File: src/rtl/pc_update_sequencer.sv
`default_nettype none
// ---- pc_update_sequencer: PC-source/PC/EPC write sequencer incl. exception entry ----
// ---- rev 1.0 | optional: PC_SEQ_CAUSE_REG_EN (cause / double_fault outputs)   ----
module pc_update_sequencer #(
  parameter int MEM_LAT  = 1,
  parameter int EXC_BASE = 253
) (
  input  logic        clk,
  input  logic        reset_n,
  input  logic        branch_req,
  input  logic        branch_taken,
  input  logic        jump_req,
  input  logic        jr_req,
  input  logic        rte_req,
  input  logic        exc_opcode,
  input  logic        exc_overflow,
  input  logic        exc_divzero,
  output logic [2:0]  pcsource_sel,
  output logic        pc_write,
  output logic        epc_write,
  output logic        exc_mem_read,
  output logic [31:0] exc_addr,
  output logic        busy,
`ifdef PC_SEQ_CAUSE_REG_EN
  output logic [1:0]  cause,
  output logic        double_fault,
`endif
  output logic        done
);

  typedef enum logic [2:0] {
    IDLE     = 3'd0,
    UPDATE   = 3'd1,
    EXC_SAVE = 3'd2,
    EXC_WAIT = 3'd3,
    EXC_LOAD = 3'd4
  } state_t;

  localparam logic [2:0] SEL_ALU    = 3'b000;
  localparam logic [2:0] SEL_JUMP   = 3'b001;
  localparam logic [2:0] SEL_MEM    = 3'b010;
  localparam logic [2:0] SEL_ALUOUT = 3'b011;
  localparam logic [2:0] SEL_EPC    = 3'b100;
  localparam logic [2:0] WAIT_INIT  = (MEM_LAT > 0) ? 3'(MEM_LAT - 1) : 3'd0;

  state_t      state, state_next;
  logic [2:0]  wait_cnt, wait_cnt_next;
  logic [1:0]  cause_code, cause_next;
  logic [2:0]  upd_sel;
  logic        upd_pcw;
  logic        any_exc;

  logic [2:0]  sel_next;
  logic        pcw_next, epcw_next, mrd_next, busy_next, done_next;
  logic [31:0] addr_next;

  assign any_exc = exc_opcode | exc_overflow | exc_divzero;

  always_ff @(posedge clk or negedge reset_n) begin
    if (!reset_n) begin
      state        <= IDLE;
      wait_cnt     <= 3'd0;
      cause_code   <= 2'd0;
      pcsource_sel <= SEL_ALU;
      pc_write     <= 1'b0;
      epc_write    <= 1'b0;
      exc_mem_read <= 1'b0;
      exc_addr     <= 32'd0;
      busy         <= 1'b0;
      done         <= 1'b0;
    end else begin
      state        <= state_next;
      wait_cnt     <= wait_cnt_next;
      cause_code   <= cause_next;
      pcsource_sel <= sel_next;
      pc_write     <= pcw_next;
      epc_write    <= epcw_next;
      exc_mem_read <= mrd_next;
      exc_addr     <= addr_next;
      busy         <= busy_next;
      done         <= done_next;
    end
  end

  // Next state plus the request decode latched for the UPDATE cycle.
  always_comb begin
    state_next    = state;
    wait_cnt_next = wait_cnt;
    cause_next    = cause_code;
    upd_sel       = SEL_ALU;
    upd_pcw       = 1'b0;
    case (state)
      IDLE: begin
        if (any_exc) begin
          state_next = EXC_SAVE;
          cause_next = exc_opcode ? 2'd0 : (exc_overflow ? 2'd1 : 2'd2);
        end else if (rte_req) begin
          state_next = UPDATE;
          upd_sel    = SEL_EPC;
          upd_pcw    = 1'b1;
        end else if (jr_req) begin
          state_next = UPDATE;
          upd_sel    = SEL_ALU;
          upd_pcw    = 1'b1;
        end else if (jump_req) begin
          state_next = UPDATE;
          upd_sel    = SEL_JUMP;
          upd_pcw    = 1'b1;
        end else if (branch_req) begin
          state_next = UPDATE;
          upd_sel    = SEL_ALUOUT;
          upd_pcw    = branch_taken;
        end
      end
      UPDATE: state_next = IDLE;
      EXC_SAVE: begin
        if (MEM_LAT > 0) begin
          state_next    = EXC_WAIT;
          wait_cnt_next = WAIT_INIT;
        end else begin
          state_next = EXC_LOAD;
        end
      end
      EXC_WAIT: begin
        if (wait_cnt == 3'd0) state_next = EXC_LOAD;
        else wait_cnt_next = wait_cnt - 3'd1;
      end
      EXC_LOAD: state_next = IDLE;
      default:  state_next = IDLE;
    endcase
  end

  // Outputs are a pure function of the state being entered, then registered.
  always_comb begin
    sel_next  = SEL_ALU;
    pcw_next  = 1'b0;
    epcw_next = 1'b0;
    mrd_next  = 1'b0;
    done_next = 1'b0;
    addr_next = 32'd0;
    busy_next = (state_next != IDLE);
    case (state_next)
      UPDATE: begin
        sel_next  = upd_sel;
        pcw_next  = upd_pcw;
        done_next = 1'b1;
      end
      EXC_SAVE: begin
        epcw_next = 1'b1;
        mrd_next  = 1'b1;
        addr_next = 32'(EXC_BASE) + 32'(cause_next);
      end
      EXC_WAIT: addr_next = exc_addr;
      EXC_LOAD: begin
        addr_next = exc_addr;
        sel_next  = SEL_MEM;
        pcw_next  = 1'b1;
        done_next = 1'b1;
      end
      default: ;
    endcase
  end

`ifdef PC_SEQ_CAUSE_REG_EN
  assign cause = cause_code;

  always_ff @(posedge clk or negedge reset_n) begin
    if (!reset_n) begin
      double_fault <= 1'b0;
    end else if (state == IDLE && !any_exc && rte_req) begin
      double_fault <= 1'b0;
    end else if ((state == EXC_SAVE || state == EXC_WAIT || state == EXC_LOAD) && any_exc) begin
      double_fault <= 1'b1;
    end
  end
`endif

endmodule
`default_nettype wire

File: config.mk
export PLATFORM = sky130hd
export DESIGN_NAME = pc_update_sequencer
export DESIGN_NICKNAME = d
export VERILOG_FILES = /design/src/rtl/pc_update_sequencer.sv
export SDC_FILE = /design/constraint.sdc
export NUM_CORES = 1
export LEC_CHECK = 0
export CORE_MARGIN = 3
export CORE_UTILIZATION = 41
export DETAILED_ROUTE_END_ITERATION = 10
export GPL_ROUTABILITY_DRIVEN = 0
export PLACE_DENSITY = 0.8
export SKIP_LAST_GASP = 1
export SYNTH_ARGS = -nofsm -noshare
export SYNTH_HDL_FRONTEND = slang
export SYNTH_SLANG_ARGS = --single-unit
File: constraint.sdc
create_clock -name clk -period 2.1 [get_ports clk]
set_clock_uncertainty 0.1 [all_clocks]
set_input_delay 0.42 -clock clk [delete_from_list [all_inputs] [get_ports clk]]
set_output_delay 0.42 -clock clk [all_outputs]
set_load 0.05 [all_outputs]
==> flow_summary_export.csv <==
group,metric,value,unit
sta,setup_viol,0,
place,portBuffers,26,
cts,cts_tree,"yes",
synthesis,yosysWarnings,0,
worst_setup_path,r2r_start,"state[0]",
sta,relSlewSlack,0.665,
cells_and_area,final_cells,166,
drt,drtPass1Iterations,5,
place,dpl.hpwl,1520,um
synthesis,ys_ff_latch,19,
run_status,outcome,"finished, final reports clean",
cts,worstSkewPairLatency,0.29,ns
global_routing,grt_antenna_before_repair,0,
cts,hold_buffers,0,
floorplan,die_h,57.5,um
global_routing,grt_start_max_net_pins,20,
worst_setup_path,crit_chain,"clkdlybuf4s50_1",
worst_setup_path,reg2reg_slack,0.26,ns
sta,fin_crit,1.99,ns
sta,tns,0,ns
sta,clock.fmax,0.503,GHz
worst_setup_path,r2r_end,"exc_addr[1]",
synthesis,ys_seq_area_frac,0.437,
floorplan,core_area,2500,um2
synthesis,ys_types,27,
global_routing,grtUsageTotal,0.118,
floorplan,die_area,3310,um2
drt,via_per_inst,4.68,
worst_hold_path,hold_class,"in -> async",
drt,first_iter_violations,16,
pwr,leakagePower,0.638,nW
worst_setup_path,cp.buffers_inverters,1,
cts,clockBufferDepth,2,
worst_setup_path,worstSetupStartpointType,"flip-flop",
floorplan,start_util,0.435,
worst_setup_path,critical_path_class,"reg -> out",
worst_setup_path,critPathTopFamily,"buffers and inverters",
synthesis,avgSynthCellArea,9.88,um2
drt,wire_per_inst,11.2,um
global_routing,grt_pass1_wl,3000,um
place,place_inst,162,
cts,htreeDepth,1,
drt,drc,0,
worst_setup_path,crit_required,1.58,ns
sta,rsz0062_at_grt,"false",
drt,vias,777,
worst_setup_path,reg2reg_depth,5,
worst_setup_path,slowest_delay,0.81,ns
global_routing,first_global_vias,693,
cts,cts_setup_buffers,0,
cells_and_area,final_util,0.514,
sta,post-route-period-util,0.947,
cells_and_area,fin_nets,150,
cts,cts_buffers,3,
synthesis,syn_area,1090,um2
cts,post_cts_resized,0,
cells_and_area,antenna_cells,0,
worst_setup_path,cpMaxStageDelayCell,"clkdlybuf4s50_1",
pwr,p_per_area,1510,nW/um2
sta,hold_viol,0,
cts,cts_sinks,19,
cells_and_area,nFillCells,243,
cts,clkSlewWorstSetupHoldPaths,0.10,ns
cells_and_area,regArea,475,um2
global_routing,grt-ovfl-total,0,
cells_and_area,drive_gt1_frac,0.147,
floorplan,io_pins,50,
sta,maxSlewViolCount,0,
cells_and_area,area_growth,18.1,%
synthesis,syn_inst,110,
floorplan,die_x,57.5,um
worst_setup_path,worstSetupEndpointType,"output pin",
floorplan,rows,18,
sta,worst_slew_pin_slew,0.500,ns
drt,finalWirelength,1850,um
cts,cts_root_buf,"clkbuf_4",
worst_setup_path,worstPathMaxFanout,2,
pwr,vdd_drop_max,0.000945,V
job,maxCapViolCount,0,
cells_and_area,multiInputGateArea,450,um2
drt,ant_nets,0,
worst_setup_path,crit_arrival,1.47,ns
-- logic make-up after synthesis --
logic type / after synthesis / synth area share
flops: 19 / 0.437
simple gates: 34 / 0.191
buf+inv: 36 / 0.224
other cells: 1 / 0.00345
fa+ha+maj: 3 / 0.0345
compound gates: 17 / 0.109
-- synth_stat cells (all sizes together) --
| library cell | count | share of area |
|---|---|---|
| o31ai | 1 | 0.012 |
| nand2b | 3 | 0.020 |
| nand4 | 1 | 0.0058 |
| a21oi | 4 | 0.018 |
| conb | 1 | 0.0034 |
| and2b | 1 | 0.0069 |
| dfrtp | 19 | 0.44 |
| nor3 | 2 | 0.030 |
| or3 | 2 | 0.016 |
| nand2 | 11 | 0.040 |
| a22o | 2 | 0.016 |
| nor2b | 4 | 0.023 |
| o21ai | 6 | 0.028 |
| nor2 | 4 | 0.014 |
| inv | 7 | 0.024 |
| o211ai | 2 | 0.014 |
| nand3 | 4 | 0.018 |
| buf | 29 | 0.20 |
| nor4 | 1 | 0.012 |
| a21o | 1 | 0.0069 |
| o311ai | 1 | 0.015 |
| ha | 3 | 0.035 |
| and3 | 1 | 0.0058 |
-- area by class of cell --
class / count / share of cell area
clock buffers: 4 / 0.0205
inverters: 7 / 0.0205
well taps: 30 / 0.0292
flip-flops and latches: 19 / 0.370
repair buffers: 29 / 0.209
multi-input cells: 77 / 0.351
-- state kept, by name, indices dropped and copies added (netlist names) --
| signal | cells |
|---|---|
| wait_cnt | 3 |
| done | 1 |
| state | 3 |
| exc_addr | 4 |
| pcsource_sel | 3 |
| busy | 1 |
| cause_code | 2 |
| pc_write | 1 |
| exc_mem_read | 1 |
-- cells in the final DEF, fill, tap and decap left out, types with 2 or more instances in the layout --
master	n
a22o_1	2
nor2b_1	4
ha_1	3
o211ai_1	2
conb_1	23
nand2_1	10
inv_1	7
nor3_4	2
nand3_1	4
a21oi_1	4
nand2b_1	2
o21ai_1	2
nor2_1	4
o21ai_0	4
dfrtp_1	19
buf_4	9
clkdlybuf4s50_1	20
clkbuf_4	3
-- layer usage --
| metal | up-vias | track usage | wire length, um |
|---|---|---|---|
| met1 | 372 | 0.135 | 686 |
| met3 | 4 | 0.0204 | 183 |
| met5 | - | 0 | 0 |
| li1 | 365 | - | - |
| met4 | 0 | 0.0596 | 29 |
| met2 | 36 | 0.208 | 953 |
-- metrics by stage --
stage / hold slack (ns) / setup slack, ns / power (mW) / area, um2
6_report: 0.347 / 0.111 / 1.94 / 1280
5_1_grt: 0.373 / 0.0745 / 2.04 / 1280
4_1_cts: 0.361 / 0.0966 / 1.95 / 1280
3_5_place_dp: 0.390 / 0.0720 / 1.77 / 1260
3_3_place_gp: 0.371 / 0.162 / 1.75 / 1260
2_1_floorplan: 0.0244 / 0.404 / 1.51 / 1170
-- how the worst max path moves through the flow --
stage	cells after the start	slack, ns	startpoint	endpoint
2_1_floorplan	5	0.40	state[0]	exc_addr[1]
3_3_place_gp	6	0.16	exc_divzero	exc_addr[1]
3_5_place_dp	6	0.07	exc_divzero	exc_addr[1]
4_1_cts	1	0.1	exc_addr[1]	exc_addr[1]
5_1_grt	1	0.07	exc_addr[1]	exc_addr[1]
6_report	1	0.11	exc_addr[1]	exc_addr[1]
-- where the power goes --
| group | leakage, nW | internal (mW) | total (mW) | switching, mW |
|---|---|---|---|---|
| Clock | 0.0150 | 0.0740 | 0.181 | 0.107 |
| Sequential | 0.248 | 0.488 | 0.583 | 0.0954 |
| Combinational | 0.375 | 0.358 | 1.17 | 0.815 |
Power figures use the tool's default switching activity.
